## config.mk

```make
export PLATFORM = sky130hd
export DESIGN_NAME = ascon_ctrl_fsm
export DESIGN_NICKNAME = d
export VERILOG_FILES = /design/src/rtl/ascon_pack.sv /design/src/rtl/ascon_round_counter.sv /design/src/rtl/ascon_ctrl_fsm.sv
export SDC_FILE = /design/constraint.sdc
export NUM_CORES = 1
export LEC_CHECK = 0
export BUFFER_PORTS_ARGS = -buffer_cell sky130_fd_sc_hd__buf_2
export CAP_MARGIN = 20
export CORE_ASPECT_RATIO = 1.5
export CORE_MARGIN = 2
export CORE_UTILIZATION = 58
export DETAILED_ROUTE_END_ITERATION = 16
export PLACE_DENSITY = 0.87
export SLEW_MARGIN = 20
export SYNTH_ARGS = -nofsm -noshare
export SYNTH_HDL_FRONTEND = slang
export SYNTH_HIERARCHICAL = 1
export SYNTH_SLANG_ARGS = --single-unit
```

## constraint.sdc

```tcl
create_clock -name clock_i -period 4.12 [get_ports clock_i]
set_clock_uncertainty 0.2 [all_clocks]
set_input_delay 0.824 -clock clock_i [delete_from_list [all_inputs] [get_ports clock_i]]
set_output_delay 0.824 -clock clock_i [all_outputs]
set_load 0.01 [all_outputs]
```

## src/rtl/ascon_pack.sv

```systemverilog
// ascon_pack: shared types and constants for the ASCON-128 control path.
//   type_fsm_state    - controller states
//   type_xor_down_sel - downstream XOR data select; the datapath expands it with
//                       the key into the 256-bit word XORed into state[1..4]
//   ROUNDS_A/ROUNDS_B - round counts for init/final and for AD/PT blocks
package ascon_pack;

  localparam int ROUNDS_A = 12;
  localparam int ROUNDS_B = 6;

  typedef enum logic [2:0] {
    IDLE    = 3'd0,
    INIT    = 3'd1,
    AD_WAIT = 3'd2,
    AD_PERM = 3'd3,
    PT_WAIT = 3'd4,
    PT_PERM = 3'd5,
    FINAL   = 3'd6,
    DONE    = 3'd7
  } type_fsm_state;

  typedef enum logic [1:0] {
    KEY_LO    = 2'd0,
    DS        = 2'd1,
    KEY_LO_DS = 2'd2,
    KEY_HI    = 2'd3
  } type_xor_down_sel;

endpackage

```

## src/rtl/ascon_round_counter.sv

```systemverilog
// ascon_round_counter: 4-bit permutation round index.
//   clock_i, resetb_i - clock, asynchronous active-low reset (index -> 0)
//   load_i, load_val_i - load a start round (has priority over increment)
//   inc_i              - advance one round; saturates at LAST
//   round_o            - current round index
//   last_o             - round_o == LAST
module ascon_round_counter #(
  parameter int unsigned LAST = 11
) (
  input  logic       clock_i,
  input  logic       resetb_i,
  input  logic       load_i,
  input  logic [3:0] load_val_i,
  input  logic       inc_i,
  output logic [3:0] round_o,
  output logic       last_o
);

  logic [3:0] round_q, round_d;

  assign last_o  = (round_q == 4'(LAST));
  assign round_o = round_q;

  always_comb begin
    round_d = round_q;
    if (load_i) begin
      round_d = load_val_i;
    end else if (inc_i && !last_o) begin
      round_d = round_q + 4'd1;
    end
  end

  always_ff @(posedge clock_i or negedge resetb_i) begin
    if (!resetb_i) begin
      round_q <= '0;
    end else begin
      round_q <= round_d;
    end
  end

endmodule

```

## src/rtl/ascon_ctrl_fsm.sv

```systemverilog
// ascon_ctrl_fsm: sequencing controller for the ASCON-128 encryption datapath.
//   start_i, nb_ad_i, nb_pt_i - start request and block counts (latched on accept)
//   block_valid_i/block_ready_o - AD/PT block handshake
//   init_state_o, en_state_o, en_perm_o, round_o - state register and permutation control
//   en_xor_up_o, en_xor_down_o, sel_xor_down_o   - XOR enables and downstream data select
//   cipher_valid_o, tag_valid_o, busy_o, done_o  - status
//   dbg_state_o - current FSM state, for observation only
// Handshake: a block is transferred in a cycle where block_valid_i and block_ready_o
// are both 1. block_ready_o depends only on the registered state, never on
// block_valid_i; a producer may hold valid high and change data only after a transfer.
module ascon_ctrl_fsm #(
  parameter int CNT_W    = 8,
  parameter int ROUNDS_A = ascon_pack::ROUNDS_A,
  parameter int ROUNDS_B = ascon_pack::ROUNDS_B
) (
  input  logic                     clock_i,
  input  logic                     resetb_i,
  input  logic                     start_i,
  input  logic [CNT_W-1:0]         nb_ad_i,
  input  logic [CNT_W-1:0]         nb_pt_i,
  input  logic                     block_valid_i,
  output logic                     block_ready_o,
  output logic                     init_state_o,
  output logic                     en_state_o,
  output logic                     en_perm_o,
  output logic [3:0]               round_o,
  output logic                     en_xor_up_o,
  output logic                     en_xor_down_o,
  output logic [1:0]               sel_xor_down_o,
  output logic                     cipher_valid_o,
  output logic                     tag_valid_o,
  output logic                     busy_o,
  output logic                     done_o,
  output ascon_pack::type_fsm_state dbg_state_o
);

  import ascon_pack::*;

  // AD/PT blocks run the tail of the round schedule, ending on the same last round.
  localparam logic [3:0] RND_B_FIRST = 4'(ROUNDS_A - ROUNDS_B);

  type_fsm_state    state_q, state_d;
  type_xor_down_sel sel;
  logic [CNT_W-1:0] ad_cnt_q, ad_cnt_d;
  logic [CNT_W-1:0] pt_cnt_q, pt_cnt_d;
  logic             rc_load, rc_inc, rc_last;
  logic [3:0]       rc_val;

  ascon_round_counter #(.LAST(ROUNDS_A - 1)) u_round_counter (
    .clock_i    (clock_i),
    .resetb_i   (resetb_i),
    .load_i     (rc_load),
    .load_val_i (rc_val),
    .inc_i      (rc_inc),
    .round_o    (round_o),
    .last_o     (rc_last)
  );

  assign sel_xor_down_o = sel;
  assign dbg_state_o    = state_q;

  always_comb begin
    state_d        = state_q;
    ad_cnt_d       = ad_cnt_q;
    pt_cnt_d       = pt_cnt_q;
    rc_load        = 1'b0;
    rc_val         = '0;
    rc_inc         = 1'b0;
    block_ready_o  = 1'b0;
    init_state_o   = 1'b0;
    en_state_o     = 1'b0;
    en_perm_o      = 1'b0;
    en_xor_up_o    = 1'b0;
    en_xor_down_o  = 1'b0;
    sel            = KEY_LO;
    cipher_valid_o = 1'b0;
    tag_valid_o    = 1'b0;
    busy_o         = 1'b1;
    done_o         = 1'b0;
    unique case (state_q)
      IDLE: begin
        busy_o = 1'b0;
        if (start_i) begin
          init_state_o = 1'b1;
          en_state_o   = 1'b1;
          ad_cnt_d     = nb_ad_i;
          // An empty message still carries one padded PT block.
          pt_cnt_d     = (nb_pt_i == '0) ? CNT_W'(1) : nb_pt_i;
          rc_load      = 1'b1;
          state_d      = INIT;
        end
      end
      INIT: begin
        en_perm_o  = 1'b1;
        en_state_o = 1'b1;
        rc_inc     = 1'b1;
        if (rc_last) begin
          en_xor_down_o = 1'b1;
          // No AD: the domain separation bit goes in together with the key.
          sel     = (ad_cnt_q == '0) ? KEY_LO_DS : KEY_LO;
          rc_load = 1'b1;
          rc_val  = RND_B_FIRST;
          state_d = (ad_cnt_q == '0) ? PT_WAIT : AD_WAIT;
        end
      end
      AD_WAIT: begin
        block_ready_o = 1'b1;
        if (block_valid_i) begin
          en_xor_up_o = 1'b1;
          en_perm_o   = 1'b1;
          en_state_o  = 1'b1;
          rc_inc      = 1'b1;
          ad_cnt_d    = ad_cnt_q - CNT_W'(1);
          state_d     = AD_PERM;
        end
      end
      AD_PERM: begin
        en_perm_o  = 1'b1;
        en_state_o = 1'b1;
        rc_inc     = 1'b1;
        if (rc_last) begin
          rc_load = 1'b1;
          rc_val  = RND_B_FIRST;
          // Counter already decremented on the handshake: zero means last block.
          if (ad_cnt_q == '0) begin
            en_xor_down_o = 1'b1;
            sel           = DS;
            state_d       = PT_WAIT;
          end else begin
            state_d = AD_WAIT;
          end
        end
      end
      PT_WAIT: begin
        block_ready_o = 1'b1;
        if (block_valid_i) begin
          en_xor_up_o    = 1'b1;
          cipher_valid_o = 1'b1;
          en_state_o     = 1'b1;
          pt_cnt_d       = pt_cnt_q - CNT_W'(1);
          if (pt_cnt_q == CNT_W'(1)) begin
            // Last block bypasses the permutation and absorbs K ahead of finalisation.
            en_xor_down_o = 1'b1;
            sel           = KEY_HI;
            rc_load       = 1'b1;
            state_d       = FINAL;
          end else begin
            en_perm_o = 1'b1;
            rc_inc    = 1'b1;
            state_d   = PT_PERM;
          end
        end
      end
      PT_PERM: begin
        en_perm_o  = 1'b1;
        en_state_o = 1'b1;
        rc_inc     = 1'b1;
        if (rc_last) begin
          rc_load = 1'b1;
          rc_val  = RND_B_FIRST;
          state_d = PT_WAIT;
        end
      end
      FINAL: begin
        en_perm_o  = 1'b1;
        en_state_o = 1'b1;
        rc_inc     = 1'b1;
        if (rc_last) begin
          en_xor_down_o = 1'b1;
          sel           = KEY_LO;
          rc_load       = 1'b1;
          state_d       = DONE;
        end
      end
      DONE: begin
        tag_valid_o = 1'b1;
        done_o      = 1'b1;
        state_d     = IDLE;
      end
      default: state_d = IDLE;
    endcase
  end

  always_ff @(posedge clock_i or negedge resetb_i) begin
    if (!resetb_i) begin
      state_q  <= IDLE;
      ad_cnt_q <= '0;
      pt_cnt_q <= '0;
    end else begin
      state_q  <= state_d;
      ad_cnt_q <= ad_cnt_d;
      pt_cnt_q <= pt_cnt_d;
    end
  end

endmodule

```

==> flow_metrics.env <==
export IMPL_rr_startpoint="pt_cnt_q[0]"
export IMPL_first_global_vias=1623
export IMPL_syn2layout_area_growth_pct=11.5
export IMPL_synth_warnings=6
export IMPL_path_max_fanout=4
export IMPL_met2_wirelength_um=2130
export IMPL_synth_top_family_by_area="compound AO/OA/AOI/OAI gates"
export IMPL_yosys_area_top_type="dfrtp_1"
export IMPL_rows=24
export IMPL_muxShareOfSynthArea_pct=2.39
export IMPL_wl_met3_um=160
export IMPL_synthTopCellsByArea="dfrtp_1, nor2_1, o21ai_0, a21oi_1, ha_1"
export IMPL_status="finished clean"
export IMPL_diodes=0
export IMPL_grt_usage_pct=24.9
export IMPL_cpMostUsedCell="or4b_4"
export IMPL_drtIter0Drc=49
export IMPL_clk_pin_slew_ns=0.08
export IMPL_dieArea_sq_um=3530
export IMPL_cts_tree="built"
export IMPL_die_h_um=71.8
export IMPL_clk_latency_ns=0.27
export IMPL_antenna_found_initial=0
export IMPL_grt_overflow_total=0
export IMPL_clock_sinks=23
export IMPL_synth_edf_count=0
export IMPL_root_buffer="clkbuf_8"
export IMPL_cts_buffer_depth=2
export IMPL_synthArstFlopShare_pct=100
export IMPL_core_sq_um=2910
export IMPL_avgRoutedWirePerCell_um=14.3
export IMPL_cp_depth=7
export IMPL_fin_setup_tns_ns=0
export IMPL_hp_class="in2async"
export IMPL_ant_nets=0
export IMPL_synth_top_area_share_pct=32.4
export IMPL_finalWirelength_um=4080
export IMPL_p_per_area_nw_per_um2=704
export IMPL_fin_crit_sh_pct=88.7
export IMPL_synth_xor_area_share_pct=0.985
export IMPL_wl_met1_um=1650
export IMPL_netlist_area_sq_um=1780
export IMPL_remaining_drc_errors=0
export IMPL_die_w_um=49.2
export IMPL_worst_pin_slew_ns=0.803
export IMPL_top_layer_used="met4"
export IMPL_synthSimpleGateAreaFrac_pct=23.4
export IMPL_synth_compound_gate_area_share_pct=28.8
export IMPL_critical_path_class="reg2out"
export IMPL_cts_htree_levels=1
export IMPL_dp_hpwl_um=3010
export IMPL_power_leakage_nw=0.915
export IMPL_startpoint="ad_cnt_q[0]"
export IMPL_final_cells=285
export IMPL_startpoint_type="flop"
export IMPL_gp_congestion=0.844
export IMPL_post_cts_buffers=0
export IMPL_worstPathArrival_ns=2.63
export IMPL_initial_utilization_pct=61.0
export IMPL_grt_max_degree=24
export IMPL_crit_buf_inv=2
export IMPL_drt_pass1_iterations=4
export IMPL_ys_ff_latch=23
export IMPL_grt_pass1_wl_um=6940
export IMPL_final_nets=272
export IMPL_avgViaCountPerCell=6.04
export IMPL_synth_distinct_cells=49
export IMPL_synth_most_common_cell="nor2_1"
export IMPL_synthAdderAreaFrac_pct=3.52
export IMPL_io_buffer_count=38
export IMPL_num_io_pins=39
export IMPL_critPathTopFamily="simple AND/OR/NAND/NOR gates"
export IMPL_grt_setup_unrepaired="false"
export IMPL_path_cells="inv_1, ha_1, or4b_4, or4b_4, or3_1, a31oi_1, buf_2"
export IMPL_drive_gt1_share_pct=21.5
export IMPL_cp_slowest_stage_delay_ns=0.52
export IMPL_ys_seq_area_share_pct=32.4
export IMPL_cap_violations=0
export IMPL_slew_headroom_pct=46.5
export IMPL_vias=1722
export IMPL_syn_inst=216
export IMPL_synth_common_cells="nor2_1, dfrtp_1, o21ai_0"
export IMPL_syn_avg_cell_area_sq_um=8.23
export IMPL_rr_endpoint="u_round_counter/round_o[3]"
export IMPL_max_freq_ghz=0.274
export IMPL_cts_resized_gates=0
export IMPL_hold_viol=0
export IMPL_slew_viol_final=0
export IMPL_synth_main_ff_cell="dfrtp_1"
export IMPL_cpMaxStageDelayCell="or4b_4"
export IMPL_dp_cells=281
export IMPL_critPathCaptureType="output pin"
export IMPL_setup_violations_final=0
export IMPL_final_min_clock_period_ns=3.65
export IMPL_numCtsBuffers=3
export IMPL_num_fill_cells=231
export IMPL_ir_drop_uv=401
export IMPL_ctsHoldBuffers=0
export IMPL_regToRegSetupSlack_ns=1.55
export IMPL_reg2reg_depth=8
export IMPL_critical_path_required_ns=3.10
[per-stage QoR]
stage	util [%]	instance area (sq um)	hold slack, ns	total power, mW	setup slack [ns]
6_report	68.0	1980	0.327	1.39	0.466
5_1_grt	68.0	1980	0.346	1.52	0.392
4_1_cts	68.0	1980	0.332	1.39	0.475
3_5_place_dp	66.5	1940	0.312	1.25	0.776
3_3_place_gp	66.5	1940	0.303	1.23	0.820
2_1_floorplan	-	1780	0.280	1.08	0.894
[cell usage in the layout, fill, tap and decap left out, types with 3 or more instances in the layout]
cell / n
buf_2: 38
nor2_1: 26
dfrtp_1: 23
o21ai_0: 18
a21oi_1: 15
inv_1: 13
nand2_1: 11
nor3_1: 8
and2_1: 5
a211oi_1: 5
o2bb2ai_1: 5
o21ai_1: 5
a22oi_1: 5
ha_1: 5
nand2b_1: 4
nor3b_1: 4
o22ai_1: 4
o221ai_1: 3
a31oi_1: 3
clkbuf_8: 3
[report_power, final]
group | internal [mW] | leakage, nW | total (mW) | switching (mW)
sequential | 0.333 | 0.280 | 0.494 | 0.161
combinational | 0.343 | 0.610 | 0.759 | 0.416
clock | 0.0676 | 0.0255 | 0.141 | 0.0737
total | 0.744 | 0.915 | 1.39 | 0.650
[cell type report]
class	instances	area, sq um	share of cell area (%)
Clock inverter	1	5.00	0.253
Multi-Input combinational cell	166	1060	53.3
Sequential cell	23	576	29.0
Inverter	13	48.8	2.46
Clock buffer	3	41.3	2.08
Tap cell	39	48.8	2.46
Timing Repair Buffer	40	205	10.4
[flip-flops by register name, summed over array words and instances (netlist names)]
name and cells:
ad_cnt_q 8, pt_cnt_q 8, u_round_counter/round_o 4, dbg_state_o 3
[cell families after synthesis]
kind of cell	count (synthesis)
DFF	23
adders and majority gates	5
AOI/OAI and AO/OA	78
xor gates and xnor gates	2
buffers and inverters	28
and+or+nand+nor	75
other	1
muxes	4
[layer usage]
metal  vias to the layer above  track usage [%]
met3                        13             2.50
li1                        848                -
met1                       805             28.0
met2                        56             45.6
met4                         0             13.0
met5                         -                0
[worst max path at each step]
stage                               end  slack, ns
after floorplan           en_xor_down_o       0.89
after global routing      en_xor_down_o       0.39
after global placement    en_xor_down_o       0.82
after detailed placement  en_xor_down_o       0.78
final                     en_xor_down_o       0.47
after CTS                 en_xor_down_o       0.47
Power figures use the tool's default switching activity.
